==> config.mk <==
export PLATFORM = sky130hd
export DESIGN_NAME = dcro_freq_meter
export DESIGN_NICKNAME = d
export VERILOG_FILES = /design/src/rtl/dcro_freq_meter.sv
export SDC_FILE = /design/constraint.sdc
export NUM_CORES = 1
export LEC_CHECK = 0
export CORE_MARGIN = 2
export CORE_UTILIZATION = 40
export CTS_CLUSTER_SIZE = 28
export DETAILED_ROUTE_END_ITERATION = 10
export PLACE_DENSITY = 0.63
export SLEW_MARGIN = 20
export SYNTH_ARGS = -nofsm -noshare
export SYNTH_HDL_FRONTEND = slang
export SYNTH_SLANG_ARGS = --single-unit
export TNS_END_PERCENT = 100
==> constraint.sdc <==
create_clock -name clk -period 3.93 [get_ports clk]
set_clock_uncertainty 0.2 [all_clocks]
set_input_delay 0.393 -clock clk [delete_from_list [all_inputs] [get_ports clk]]
set_output_delay 0.393 -clock clk [all_outputs]
set_load 0.02 [all_outputs]
==> src/rtl/dcro_freq_meter.sv <==
// ============================================================================
// Module   : dcro_freq_meter
// Brief    : Gated edge counter measuring the frequency of a DCRO output.
//            Define DCRO_FREQ_METER_CONT_EN to add back-to-back measurement
//            via the cont input.
// Revision : 1.0 - initial release
// ============================================================================
`timescale 1ns/1ps
`default_nettype none

module dcro_freq_meter #(
   parameter int CNT_W  = 16,
   parameter int GATE_W = 16
) (
   input  logic              clk,
   input  logic              rst,
   input  logic              start,
   input  logic [GATE_W-1:0] gate_cycles,
   input  logic              ro_in,
`ifdef DCRO_FREQ_METER_CONT_EN
   input  logic              cont,
`endif
   output logic              ro_en,
   output logic              busy,
   output logic              valid,
   output logic [CNT_W-1:0]  count,
   output logic              overflow
);

   localparam logic [GATE_W-1:0] c_SETTLE_LAST = GATE_W'(3);
   localparam logic [CNT_W-1:0]  c_CNT_MAX     = '1;

   typedef enum logic [1:0] {
      S_IDLE    = 2'd0,
      S_SETTLE  = 2'd1,
      S_MEASURE = 2'd2,
      S_DONE    = 2'd3
   } state_t;

   state_t              r_state, w_state_nxt;
   logic [GATE_W-1:0]   r_gate, w_gate_nxt;
   logic [GATE_W-1:0]   r_timer, w_timer_nxt;
   logic [CNT_W-1:0]    r_cnt, w_cnt_nxt;
   logic                r_ovf, w_ovf_nxt;
   logic                r_s1, r_s2, r_s3;
   logic [CNT_W-1:0]    r_count;
   logic                r_overflow;
   logic                w_edge;
   logic                w_cont;

`ifdef DCRO_FREQ_METER_CONT_EN
   assign w_cont = cont;
`else
   assign w_cont = 1'b0;
`endif

   // s1/s2 resolve metastability; s3 is the delayed copy for edge detection
   assign w_edge = r_s2 & ~r_s3;

   always_comb begin
      w_state_nxt = r_state;
      w_gate_nxt  = r_gate;
      w_timer_nxt = r_timer;
      w_cnt_nxt   = '0;
      w_ovf_nxt   = 1'b0;
      case (r_state)
         S_IDLE: begin
            w_timer_nxt = '0;
            if (start) begin
               w_state_nxt = S_SETTLE;
               w_gate_nxt  = gate_cycles;
            end
         end
         S_SETTLE: begin
            if (r_timer == c_SETTLE_LAST) begin
               w_timer_nxt = '0;
               w_state_nxt = (r_gate == '0) ? S_DONE : S_MEASURE;
            end else begin
               w_timer_nxt = r_timer + GATE_W'(1);
            end
         end
         S_MEASURE: begin
            w_cnt_nxt = r_cnt;
            w_ovf_nxt = r_ovf;
            if (w_edge) begin
               if (r_cnt == c_CNT_MAX) w_ovf_nxt = 1'b1;
               else                    w_cnt_nxt = r_cnt + CNT_W'(1);
            end
            if (r_timer == r_gate - GATE_W'(1)) begin
               w_timer_nxt = '0;
               w_state_nxt = S_DONE;
            end else begin
               w_timer_nxt = r_timer + GATE_W'(1);
            end
         end
         S_DONE: begin
            w_timer_nxt = '0;
            w_state_nxt = w_cont ? S_SETTLE : S_IDLE;
         end
         default: w_state_nxt = S_IDLE;
      endcase
   end

   always_ff @(posedge clk or negedge rst) begin
      if (!rst) begin
         r_state    <= S_IDLE;
         r_gate     <= '0;
         r_timer    <= '0;
         r_cnt      <= '0;
         r_ovf      <= 1'b0;
         r_s1       <= 1'b0;
         r_s2       <= 1'b0;
         r_s3       <= 1'b0;
         r_count    <= '0;
         r_overflow <= 1'b0;
      end else begin
         r_state <= w_state_nxt;
         r_gate  <= w_gate_nxt;
         r_timer <= w_timer_nxt;
         r_cnt   <= w_cnt_nxt;
         r_ovf   <= w_ovf_nxt;
         r_s1    <= ro_in;
         r_s2    <= r_s1;
         r_s3    <= r_s2;
         // result registers load on entry to DONE so they are visible with valid
         if (w_state_nxt == S_DONE) begin
            r_count    <= w_cnt_nxt;
            r_overflow <= w_ovf_nxt;
         end
      end
   end

   assign busy     = (r_state != S_IDLE);
   assign ro_en    = (r_state == S_SETTLE) || (r_state == S_MEASURE);
   assign valid    = (r_state == S_DONE);
   assign count    = r_count;
   assign overflow = r_overflow;

endmodule

`default_nettype wire
==> results.txt <==
* Hold crit path type: reg2reg
- Instance area at placement: 4210 um2
- Once routing completed, OpenROAD measured the worst setup slack at 330 ps.
- GRT Overall Usage: 15.6%
* Final total power: between 0.002 and 0.0025 W
* Clock share of power: 26.6%
- Data required, critical path: 3960 ps
- Power per cell area: 525 nW/um2
- Internal power comes to about 0.0015 W.
- Antenna violations before repair: 0
- Average detailed-routed wire length per instance: 14.5 um
- Layout filler cell count: approximately 830
- The count of buffers added on input and output ports is 39.
- Counting tap cells, the placed design contains a total of a little under 500 instances.
* Vias after detailed routing: 2648
- Counting the buffers created by CTS gives 9.
* Number of nets still failing antenna checks after routing: 0
* Dpl hpwl: around 5200 um
- Insertion delay to the later sink of the worst-skew pair: 350 ps
- Number of DRC markers after the initial detailed-route iteration: approximately 100
* Final setup fails: 0
* Vertical die dimension: 101 um
- Cell at the root of the clock tree: sky130_fd_sc_hd__clkbuf_8
* Drt drc: 0
* Start point of the critical path: r_gate[0]$_DFFE_PN0P_
- The final hold violation count was 0.
- Prior to clock tree synthesis, the placed netlist has a worst setup slack of ~310 ps.
* Beginning of the worst register-to-register path: r_gate[0]$_DFFE_PN0P_
- Area of the core region: 9150 um2
* FP Rows: 35
- Status: finished, final reports clean
- Total count of max-transition violations in the final report: 0
- Global-route wire length before repair: 12500 um
* CTS clk-pin slew, worst paths: 90 ps
- Async set-or-reset flop fraction in the synthesized netlist: between 90% and 100%
* Number of warnings issued by yosys: 0
- Kind of launch point of the worst setup path: flop
- Final Wtd Congestion: 0.841
- The analysis attributes to net switching a power of 0.000837 W.
- Once the floorplan was initialized, standard cells occupied 40.8% of the core.
- With fillers left out, the area of the finished cells amounts to 4430 um2.
- Setup crit end kind: flop
- Number of enable-type register cells in the synthesized netlist: 0
- Part of the power in combinational logic: 30.0%
- Highest achievable clock rate: 278 MHz
* CTS H-tree depth: 3
- Proportion of synthesized chip area in sequential cells: 47.6%
* Proportion of layout cells with a drive suffix above 1: 15.4%
- The analysis attributes to cell leakage a power of 1.89 nW.
- Cell area after synthesis: 3730 um2
* Most used cells in the layout excluding fill and tap cells: sky130_fd_sc_hd__dfrtp_1, sky130_fd_sc_hd__clkdlybuf4s50_1, sky130_fd_sc_hd__nor2_1, sky130_fd_sc_hd__xnor2_1, sky130_fd_sc_hd__mux2_2
- In this run the tightest slew margin relative to its limit is 42.6%.
* VDD IR max: 0.000402 V
* Final sum of negative setup slack: 0 ps
- The routed design has roughly 7300 um of wire.
* Dominant synthesized flop cell: sky130_fd_sc_hd__dfrtp_1
* Data arrival time of the critical path: 3630 ps
- Crit share post-route: between 90% and 100%
- Distinct cells, synth: 47
- Averaged over all synthesized cells, the footprint is 11.0 um2.
* RSZ-0062 raised after global routing: false
* Kind of critical path: reg2reg
* Num ports: 40
- Synthesized Nets: 367
- Before antenna repair, the detailed router went through 4 iterations.
* Area growth from synthesis to final layout: 18.7%
- Number of cells produced by synthesis: 339
- Min Tclk post-route: 3600 ps
* Maximum fanout count along the critical path: 17
* Die area: 10100 um2
- The clock passes through at most 2 buffers.
* Flops & latches, synth: 71
- Across the run, the number of max-cap violations was 0.
- Net total in the final layout: slightly above 400
* CTS tree: built
- Leaving out fill and tap cells, the most frequent cell in the layout is sky130_fd_sc_hd__dfrtp_1.
- The number of global-route vias before repair is between 2k and 3k.
* Non-filler cells in the finished layout: about 500
- Using the TritonRoute via totals, the vias-per-cell ratio works out to 5.29.
- The share of total power dissipated in sequential elements is 43.4%.
- At the pin with the least slew margin, the transition time is 861 ps.
* GR Overflow Total: 0
* Startpoint of the most critical hold path: r_s1$_DFF_PN0_
* Cell count of the worst hold path: 0
- Floorplan die width: about 100 um
- Num Clock Sinks: 71
* Pin count of the biggest net entering global routing: 47
- Number of cells on the worst reg-to-reg path: 10
* Count of antenna diodes in the layout: 0
* Proportion of total power due to net switching: 36.0%
[layout make-up]
type	instances	area [um2]	share of cell area [%]
clock inverter	7	85.1	1.92
clock buffer	9	124	2.80
inverter	11	41.3	0.932
sequential	71	1780	40.1
multi-input combinational	248	1840	41.5
timing repair buffer	44	425	9.60
tap	111	139	3.14
[flip-flops by register name, indices dropped and copies added, names as in the netlist, 2 cells and up]
register	count
r_state	2
count	16
r_timer	16
r_gate	16
r_cnt	16
[path summary, 6_finish.rpt]
path,slack (ps),end
min reg2reg,150,r_s2$_DFF_PN0_
max in group asynchronous,2170,r_timer[10]$_DFF_PN0_
max,330,count[8]$_DFFE_PN0N_
min,150,r_s2$_DFF_PN0_
min in group asynchronous,360,r_gate[2]$_DFFE_PN0P_
max reg2reg,330,count[8]$_DFFE_PN0N_
[stage by stage]
stage | utilization (%) | hold WS [ps]
6_report | 48.4 | 153
2_1_floorplan | - | -103
5_1_grt | 48.4 | 178
3_5_place_dp | 46.0 | 137
3_3_place_gp | 46.0 | 137
4_1_cts | 48.4 | 157
[cells by family (layout without fill, tap and decap cells)]
group	count (synthesis)	count (layout)	share of synthesized area, %
simple gates	127	127	18.7
flops	71	71	47.6
xor+xnor	44	44	10.3
mux	37	37	12.0
compound gates	32	32	5.53
buf+inv	20	71	3.12
fa+ha+maj	8	8	2.68
[critical path: stages (launching register included)]
cell and delay (ps):
sky130_fd_sc_hd__dfrtp_1 440, sky130_fd_sc_hd__inv_1 80, sky130_fd_sc_hd__ha_1 220, sky130_fd_sc_hd__or4b_1 480, sky130_fd_sc_hd__nor2_2 170, sky130_fd_sc_hd__nand3b_1 90
sky130_fd_sc_hd__a211oi_1 300, sky130_fd_sc_hd__o22ai_1 110, sky130_fd_sc_hd__or4_1 480, sky130_fd_sc_hd__a21o_1 490, sky130_fd_sc_hd__mux2_4 420
[synthesized netlist by cell type (4+ instances only)]
cell,count,area share [%]
sky130_fd_sc_hd__inv_1,11,1.1
sky130_fd_sc_hd__nor3_1,12,1.6
sky130_fd_sc_hd__nand3_1,16,2.1
sky130_fd_sc_hd__a211oi_1,4,0.80
sky130_fd_sc_hd__xnor2_1,23,5.4
sky130_fd_sc_hd__nand2_1,19,1.9
sky130_fd_sc_hd__dfrtp_1,71,48
sky130_fd_sc_hd__nor2b_1,5,0.84
sky130_fd_sc_hd__and3_1,9,1.5
sky130_fd_sc_hd__o21ai_0,7,0.94
sky130_fd_sc_hd__nand4_1,6,1.0
sky130_fd_sc_hd__and4_1,5,1.2
sky130_fd_sc_hd__nor2_1,32,3.2
sky130_fd_sc_hd__ha_1,8,2.7
sky130_fd_sc_hd__mux2i_1,4,1.1
sky130_fd_sc_hd__mux2_4,10,4.0
sky130_fd_sc_hd__a21oi_1,9,1.2
sky130_fd_sc_hd__xor2_1,21,4.9
sky130_fd_sc_hd__mux2_2,23,6.9
[per-layer routing]
layer  GRT usage [%]  vias to the layer above  part of all wire [%]
met5               0                        -                     0
met4            7.27                        0                   1.3
met3            2.98                        9                   3.7
met2            22.8                       69                    44
met1            22.3                     1287                    51
li1                -                     1283                     -
[power by group through the flow]
stage	clock [W]	combinational [W]	sequential, W
5_1_grt	0.000667	0.000783	0.00103
3_5_place_dp	0	0.000696	0.00102
6_report	0.000618	0.000699	0.00101
3_3_place_gp	0	0.000683	0.00102
4_1_cts	0.000636	0.000706	0.00101
2_1_floorplan	0	0.000565	0.000966
[what timing repair did]
action / in CTS / in global routing
hold buffers: 1 / 0
resized for setup: 0 / 0
buffers inserted: 0 / 0
endpoints found under the hold margin: 25 / 0
No activity file was read; power rests on OpenSTA's default activity.
